`config.mk`:
```
export PLATFORM = sky130hd
export DESIGN_NAME = spike_classifier
export DESIGN_NICKNAME = d
export VERILOG_FILES = /design/src/rtl/spike_classifier.sv
export SDC_FILE = /design/constraint.sdc
export NUM_CORES = 1
export LEC_CHECK = 0
export BUFFER_PORTS_ARGS = -buffer_cell sky130_fd_sc_hd__clkbuf_2
export CORE_MARGIN = 2
export CORE_UTILIZATION = 30
export DETAILED_ROUTE_END_ITERATION = 8
export PLACE_DENSITY = 0.43
export SLEW_MARGIN = 20
export SYNTH_ARGS = -nofsm -noshare
export SYNTH_HDL_FRONTEND = slang
export SYNTH_SLANG_ARGS = --single-unit
```
`constraint.sdc`:
```
create_clock -name sys_clk -period 7.1 [get_ports sys_clk]
set_input_delay 1.065 -clock sys_clk [delete_from_list [all_inputs] [get_ports sys_clk]]
set_output_delay 1.065 -clock sys_clk [all_outputs]
set_load 0.05 [all_outputs]
```
`src/rtl/spike_classifier.sv`:
```
// Winner-take-all readout for an SNN output layer: counts spikes per neuron over a
// window of snn_clk ticks, then serially scans the counters for the maximum.
module spike_classifier #(
    parameter int NUM_OUT = 10,
    parameter int CNT_W   = 8,
    parameter int WINDOW  = 64
) (
    input  logic                       sys_clk,
    input  logic                       rst_n,
    input  logic                       snn_clk,
    input  logic                       start,
    input  logic [NUM_OUT-1:0]         spike_in,
    input  logic                       result_ack,
    output logic                       busy,
    output logic                       result_valid,
    output logic [$clog2(NUM_OUT)-1:0] class_idx,
    output logic [CNT_W-1:0]           max_count,
    output logic                       tie,
    output logic                       no_spike,
    output logic [2:0]                 dbg_state_o
);

    localparam int IDX_W = $clog2(NUM_OUT);
    localparam logic [IDX_W-1:0] LAST_IDX = IDX_W'(NUM_OUT - 1);
    localparam logic [15:0]      WIN      = 16'(WINDOW);
    localparam logic [CNT_W-1:0] CNT_MAX  = '1;

    typedef enum logic [2:0] {
        S_IDLE  = 3'd0,
        S_COUNT = 3'd1,
        S_FLUSH = 3'd2,
        S_SCAN  = 3'd3,
        S_DONE  = 3'd4
    } state_t;

    state_t           state_q, state_d;
    logic [15:0]      tick_q, tick_d;
    logic [CNT_W-1:0] cnt_q [NUM_OUT];
    logic [CNT_W-1:0] cnt_d [NUM_OUT];
    logic [IDX_W-1:0] scan_idx_q, scan_idx_d;
    logic [IDX_W-1:0] best_q, best_d;
    logic [CNT_W-1:0] max_q, max_d;
    logic             tie_q, tie_d;
    logic             no_spike_q, no_spike_d;
    logic [CNT_W-1:0] scan_val;

    assign scan_val = cnt_q[scan_idx_q];

    always_comb begin
        state_d    = state_q;
        tick_d     = tick_q;
        cnt_d      = cnt_q;
        scan_idx_d = scan_idx_q;
        best_d     = best_q;
        max_d      = max_q;
        tie_d      = tie_q;
        no_spike_d = no_spike_q;

        // FLUSH keeps counting so a spike registered just after the last tick lands.
        if (state_q == S_COUNT || state_q == S_FLUSH) begin
            for (int i = 0; i < NUM_OUT; i++) begin
                if (spike_in[i] && cnt_q[i] != CNT_MAX) cnt_d[i] = cnt_q[i] + 1'b1;
            end
        end

        case (state_q)
            S_IDLE: begin
                if (start) begin
                    state_d    = S_COUNT;
                    tick_d     = '0;
                    scan_idx_d = '0;
                    best_d     = '0;
                    max_d      = '0;
                    tie_d      = 1'b0;
                    no_spike_d = 1'b0;
                    for (int i = 0; i < NUM_OUT; i++) cnt_d[i] = '0;
                end
            end
            S_COUNT: begin
                if (snn_clk) begin
                    tick_d = tick_q + 16'd1;
                    if (tick_q + 16'd1 == WIN) state_d = S_FLUSH;
                end
            end
            S_FLUSH: begin
                state_d    = S_SCAN;
                scan_idx_d = '0;
            end
            S_SCAN: begin
                // Strict '>' keeps the lowest index on equal counts.
                if (scan_val > max_q) begin
                    max_d  = scan_val;
                    best_d = scan_idx_q;
                    tie_d  = 1'b0;
                end else if (scan_val == max_q && max_q != '0) begin
                    tie_d = 1'b1;
                end
                if (scan_idx_q == LAST_IDX) begin
                    state_d    = S_DONE;
                    no_spike_d = (max_d == '0);
                end else begin
                    scan_idx_d = scan_idx_q + 1'b1;
                end
            end
            S_DONE: begin
                if (result_ack) state_d = S_IDLE;
            end
            default: state_d = S_IDLE;
        endcase
    end

    always_ff @(posedge sys_clk) begin
        if (!rst_n) begin
            state_q    <= S_IDLE;
            tick_q     <= '0;
            scan_idx_q <= '0;
            best_q     <= '0;
            max_q      <= '0;
            tie_q      <= 1'b0;
            no_spike_q <= 1'b0;
            for (int i = 0; i < NUM_OUT; i++) cnt_q[i] <= '0;
        end else begin
            state_q    <= state_d;
            tick_q     <= tick_d;
            scan_idx_q <= scan_idx_d;
            best_q     <= best_d;
            max_q      <= max_d;
            tie_q      <= tie_d;
            no_spike_q <= no_spike_d;
            for (int i = 0; i < NUM_OUT; i++) cnt_q[i] <= cnt_d[i];
        end
    end

    assign busy         = (state_q != S_IDLE);
    assign result_valid = (state_q == S_DONE);
    assign class_idx    = best_q;
    assign max_count    = max_q;
    assign tie          = tie_q;
    assign no_spike     = no_spike_q;
    assign dbg_state_o  = state_q;

endmodule

```
==> Word-level counts from Yosys, hierarchy flattened <==
Index checks and enable logic that the tools add are counted.
{ "op_classes": {"n_addsub": 12, "n_lt_le_gt_ge": 2, "eq_ne": 25, "mux": 40, "bitwise_logic": 1, "n_reduce_logical": 26} }
{ "ops": {"columns": ["op", "n"], "rows": [
  ["$mux 80", 3],
  ["$mux 8", 15],
  ["$add 8x1->8 const B", 10],
  ["$ne 8x8->1 const B", 10],
  ["$bmux 8 s4", 1],
  ["$mux 16", 2],
  ["$pmux 16 s2", 1],
  ["$add 16x1->16 const B", 1],
  ["$eq 16x7->1 const B", 1],
  ["$pmux 8 s2", 1],
  ["$mux 3", 5],
  ["$pmux 3 s5", 1],
  ["$reduce_and 3->1", 5],
  ["$mux 4", 3],
  ["$ne 2x2->1 const B", 6],
  ["$pmux 4 s3", 1],
  ["$logic_and 1x1->1", 11],
  ["$eq 8x8->1", 1],
  ["$gt 8x8->1", 1],
  ["$logic_not 8->1", 1],
  ["$pmux 4 s2", 1],
  ["$reduce_bool 8->1", 1],
  ["$eq 3x2->1 const B", 2],
  ["$reduce_bool 3->1", 2],
  ["other kinds (15)", 20]
]} }
{ "totals": {"ff_bits": 117, "out_inout_bits": 19, "wordCells": 123} }

==> Depth between registers and ports, before layout <==
{ "depth": {"depth_word": 10, "ltp_mapped": 15, "depth_no_buf": 12} }

==> Worst setup path after synthesis <==
No wires, ideal clock.
{ "synth_path": {"kind": "reg2reg", "start": "register scan_idx_q[1]", "end": "register max_q[0] (netlist: max_count[0])", "setup_time_ns": 0.115, "arrival_time_ns": 3.086, "t_required_ns": 6.985, "path_slack_ns": 3.900, "path_stages_with_launch": 16, "synth_period_minus_slack_ns": 3.200, "cell_sequence": "dfxtp_1 -> clkbuf_1 -> buf_2 -> mux4_2 -> o22ai_1 -> nor3_1 -> inv_1 -> nand2_1 -> ha_1 -> a211oi_1 -> nor2_1 -> o22ai_1 -> a21o_1 -> clkbuf_1 -> nor2_1 -> o21a_1"} }
{ "synth_between": {"elab_chain_len": 8} }
{ "synth_rtl": {"columns": ["item", "line", "rtl"], "rows": [
  ["start, declared", "40", "logic [IDX_W-1:0] scan_idx_q, scan_idx_d;"],
  ["start signal, assigned", "125", "scan_idx_q <= scan_idx_d;"],
  ["$not 4->5 (implied by the code) *", "47", "assign scan_val = cnt_q[scan_idx_q];"],
  ["$bmux 8 s4 *", "47", null],
  ["$mux 8 (implied by the code) * (2 in a row)", "47", null],
  ["$gt 8x8->1", "91", "if (scan_val > max_q) begin"],
  ["$mux 8 *", "91", null],
  ["$mux 8 *", "66", "case (state_q)"],
  ["$pmux 8 s2 *", "66", null],
  ["end signal, assigned", "127", "max_q <= max_d;"],
  ["end, declared", "42", "logic [CNT_W-1:0] max_q, max_d;"]
]} }
Mark *: on every way between the ends. The rest lies on a longest branch, timed or not. The select of a mux whose other input is x is not followed.
A chain may end at the register's enable or synchronous reset.

==> Worst setup path after layout <==
{ "layout_path": {"start": "register scan_idx_q[0]", "end": "register max_q[6] (netlist: max_count[6])"} }
The elaborated chain is that of the path after synthesis.

==> results.md <==
- Maximum number of pins on one net before global-route repair: 73
- Sort of element at the end of the critical path: flip-flop
- Reg2reg end: max_count[6]$_SDFFE_PN0P_
- Post-Synthesis Mean Instance Area: 8.556 um^2
- Final hold slack: approximately 0.48 ns
- Critical path buffers and inverters: 1
- Reg2reg setup slack: roughly 3.5 ns
- Flip-flop and latch count after synthesis: about 120
- Fraction of final layout cells sized beyond drive strength 1: 0.1124
- Delay of the slowest cell on the worst path: ~0.64 ns
- Final setup violation count: 0
- Setup tns final: 0 ns
- CTS Root Cell: sky130_fd_sc_hd__clkbuf_16
- Cell family contributing the most delay on the critical path: compound AO/OA/AOI/OAI gates
- Share of the synthesized area in compound gates (AO/OA/AOI/OAI): 0.1274
- Worst Tran Pin Value: 0.9080 ns
- Synth top area cells: sky130_fd_sc_hd__dfxtp_1, sky130_fd_sc_hd__xor2_1, sky130_fd_sc_hd__nor2_1
- Num rows: 53
- Count of unresolved DRC violations after routing: 0
- Ordered cell list for the critical path: buf_4 > mux4_2 > o22ai_1 > o32ai_1 > ha_1 > nor2b_1 > o211ai_1 > a211o_1 > a21oi_1 > nand2_1 > a21boi_0
- Share of the synthesized area in the top cell type: 0.3626
- Leak pwr: 2.631 nW
- Most used cells in the layout excluding fill and tap cells: sky130_fd_sc_hd__dfxtp_1, sky130_fd_sc_hd__nor2_1, sky130_fd_sc_hd__nand2_1
- CTS Sinks: 117
- Switching fraction of total power: 0.2530
- Main combinational cell family by area after synthesis: simple AND/OR/NAND/NOR gates
- Area Overhead vs Synth: 14.62%
- Post-synth design cell area: 6460 um^2
- Multiplexer share of the synthesized area: 0.07205
- Number of placed I/O pins: 34
- Worst Hold Depth: 2
- Count of buffers inserted at the top-level ports: 33
- Total clock buffers created by CTS: 17
- Critical path launch point type: flip-flop
- First-pass GRT wire length: 28.43 mm
- Total via count in the routed design: 5384
- Congestion Overflow GR: 0
- Flop pwr share: 0.413
- Number of post-CTS setup repair buffers: 0
- Hold worst-path end: tie$_SDFFE_PN0P_
- Fraction of power consumed by the clock network: 0.510
- Die H: 150.7 um
- Clock period minus worst slack: 3.599 ns
- Number of nets with antenna violations after routing: 0
- Crit path required time: about 7.4 ns
- Total power density per cell area: 221.9 nW/um^2
- Part of the cycle the worst path needs: 0.5069
- Synth Area in XOR/XNOR: 0.1096
- Hold Crit Start: tie$_SDFFE_PN0P_
- Count of cell types in the netlist: 60
- Adder-cell share of the synthesized area: 0.04067
- Post-detail-place hpwl: 12.30 mm
- Buffer levels on the longest clock path: 2
- Cell type of the slowest stage on the worst timing path: sky130_fd_sc_hd__a21oi_1
- Dominant register cell in the synthesized netlist: sky130_fd_sc_hd__dfxtp_1
- Cts hold-fix bufs: 0
- Arrival time at the worst endpoint: 3.93 ns
- Worst-case setup slack after placement: approximately 3.5 ns
- Most frequent standard cell in the layout excluding fill and tap cells: sky130_fd_sc_hd__dfxtp_1
- Total count of max-transition violations in the final report: 0
- Count of flip-flops with a built-in enable after synthesis: 0
- Die X: 150.7 um
- Fraction of registers with async set/reset: 0
- Total nets after synthesis: 791
- Warnings from Yosys: 0
- Post-route setup slack: 3.501 ns
- Worst setup skew after layout: between 0.009 and 0.01 ns
- Core utilization of the finished layout: 0.3511
- CORE AREA: 21090 um^2
- Peak supply drop: 0.0001129 V
- Number of antenna violations at the first check in global routing: 0
- Setup repair after global routing missed its margin: false
- Final Hold Viols: 0
- Gp weighted congestion: 0.8117
- Post-detailed-route via-to-cell ratio: 5.089
- Number of maximum-capacitance violations: 0
- Worst-case headroom to the max-slew limit: 0.3947
- Tightest Hold Check Type: reg -> reg
- Net count of the finished layout: roughly 810
- Clock insertion delay at the later pin of the skew report: about 0.42 ns
- Share of synthesized area occupied by flip-flops and latches: 0.3626
- Reg clk slew, reported paths: 0.06 ns
- DR WL/cell: 16.20 um
- Outcome: finished, final reports clean
- TritonCTS clock tree: yes
- Post-synthesis cell count: 755
- Combinational power share: 0.077
- Via count of the first global-routing pass: 5346
- Category of the critical setup timing path: reg -> reg
- Level count of the clock H-tree: 4
- Number of gates given a new drive strength after cts: 0
- Design internal power: 1.228 mW
- Initial core utilization: 0.3063
- Depth of the most critical reg-to-reg path: 11
- Total die area: 22720 um^2
- Maximum clock frequency: 277.9 MHz
- RR Startpoint: scan_idx_q[0]$_SDFFE_PN0P_
- Final wirelength: 17.14 mm
- Synth area leader: sky130_fd_sc_hd__dfxtp_1
- Count of inserted antenna diode cells: 0
- Net switching power: between 0.4 and 0.5 mW
- Starting DRC count in detailed routing: 285
- Basic-gate share of the synthesized area counting and, or, nand and nor cells: 0.2543
- First drt pass iteration count: 5
- Global router's overall resource usage: 0.1612
- Filler Cell Count: 2198
- Largest fanout on the critical path: 29
==> stage by stage <==
stage	total power, mW	cell area (um^2)	instances
finish	1.643	7405	1058
global route	1.720	7405	1058
CTS	1.670	7405	1058
detailed placement	0.8211	6828	1026
global placement	0.8195	6828	1026
floorplan	0.7863	6460	755
==> worst reg2reg max path, delay by kind of cell (launching register included) <==
kind            cells  cell delay [ns]
simple gates        2             0.26
compound gates      6             1.63
flops               1             0.35
fa+ha+maj           1             0.34
buf+inv             1             0.37
mux                 1             0.57
==> cell families (layout without fill, tap and decap cells) <==
| kind of cell | after synthesis | after routing |
|---|---|---|
| XOR/XNOR | 80 | 80 |
| adder cells (fa/ha/maj) | 21 | 21 |
| flip-flops | 117 | 117 |
| buffers and inverters | 53 | 81 |
| AO/OA/AOI/OAI | 116 | 116 |
| multiplexers | 41 | 41 |
| AND/OR/NAND/NOR | 327 | 327 |
==> layout make-up <==
type | count | area (um^2) | share of cell area
timing repair buffer | 36 | 187.7 | 0.02535
tap | 275 | 344.1 | 0.04647
clock buffer | 19 | 442.9 | 0.05982
multi-input combinational | 585 | 3905 | 0.5274
inverter | 13 | 48.80 | 0.006590
clock inverter | 13 | 133.9 | 0.01808
sequential | 117 | 2342 | 0.3163
==> synthesized netlist by cell type, drive strengths merged (4+ instances only) <==
master / number
o22ai: 10
nand3: 29
o221ai: 4
mux2i: 33
a211oi: 7
nor2: 113
and3: 27
o31ai: 5
a21boi: 17
o2111a: 4
o31a: 4
a21oi: 20
nand2: 58
and4: 4
clkbuf: 28
buf: 12
xor2: 50
o21ai: 14
nor2b: 15
nor3: 7
inv: 13
and3b: 4
a22oi: 5
o211ai: 6
and2: 6
nor4: 7
xnor2: 30
nand4: 40
ha: 21
mux4: 4
dfxtp: 117
mux2: 4
a31oi: 5
==> metal layers <==
layer  global-route usage  routed length [um]
met1               0.2228                8575
met2               0.2536                7815
met3              0.03667                 627
met4              0.04159                 121
met5                    0                   0
==> sequential cells by signal, summed over array words and instances (netlist names) <==
name,count
max_count,8
dbg_state_o,3
cnt_q,80
no_spike,1
tie,1
tick_q,16
scan_idx_q,4
class_idx,4
==> how the worst max path moves through the flow <==
stage | from | end | cells after the start
finish | scan_idx_q[0]$_SDFFE_PN0P_ | max_count[6]$_SDFFE_PN0P_ | 11
global route | scan_idx_q[0]$_SDFFE_PN0P_ | max_count[1]$_SDFFE_PN0P_ | 11
CTS | scan_idx_q[0]$_SDFFE_PN0P_ | max_count[6]$_SDFFE_PN0P_ | 11
detailed placement | scan_idx_q[0]$_SDFFE_PN0P_ | max_count[6]$_SDFFE_PN0P_ | 11
global placement | scan_idx_q[0]$_SDFFE_PN0P_ | class_idx[0]$_SDFFE_PN0P_ | 11
floorplan | scan_idx_q[1]$_SDFFE_PN0P_ | max_count[0]$_SDFFE_PN0P_ | 15
==> power groups by stage <==
stage / sequential [mW] / combinational (mW) / clock (mW)
finish: 0.679 / 0.126 / 0.839
global placement: 0.693 / 0.126 / 0
global route: 0.680 / 0.142 / 0.898
floorplan: 0.688 / 0.0982 / 0
CTS: 0.679 / 0.129 / 0.863
detailed placement: 0.693 / 0.128 / 0
Power figures use the tool's default switching activity.
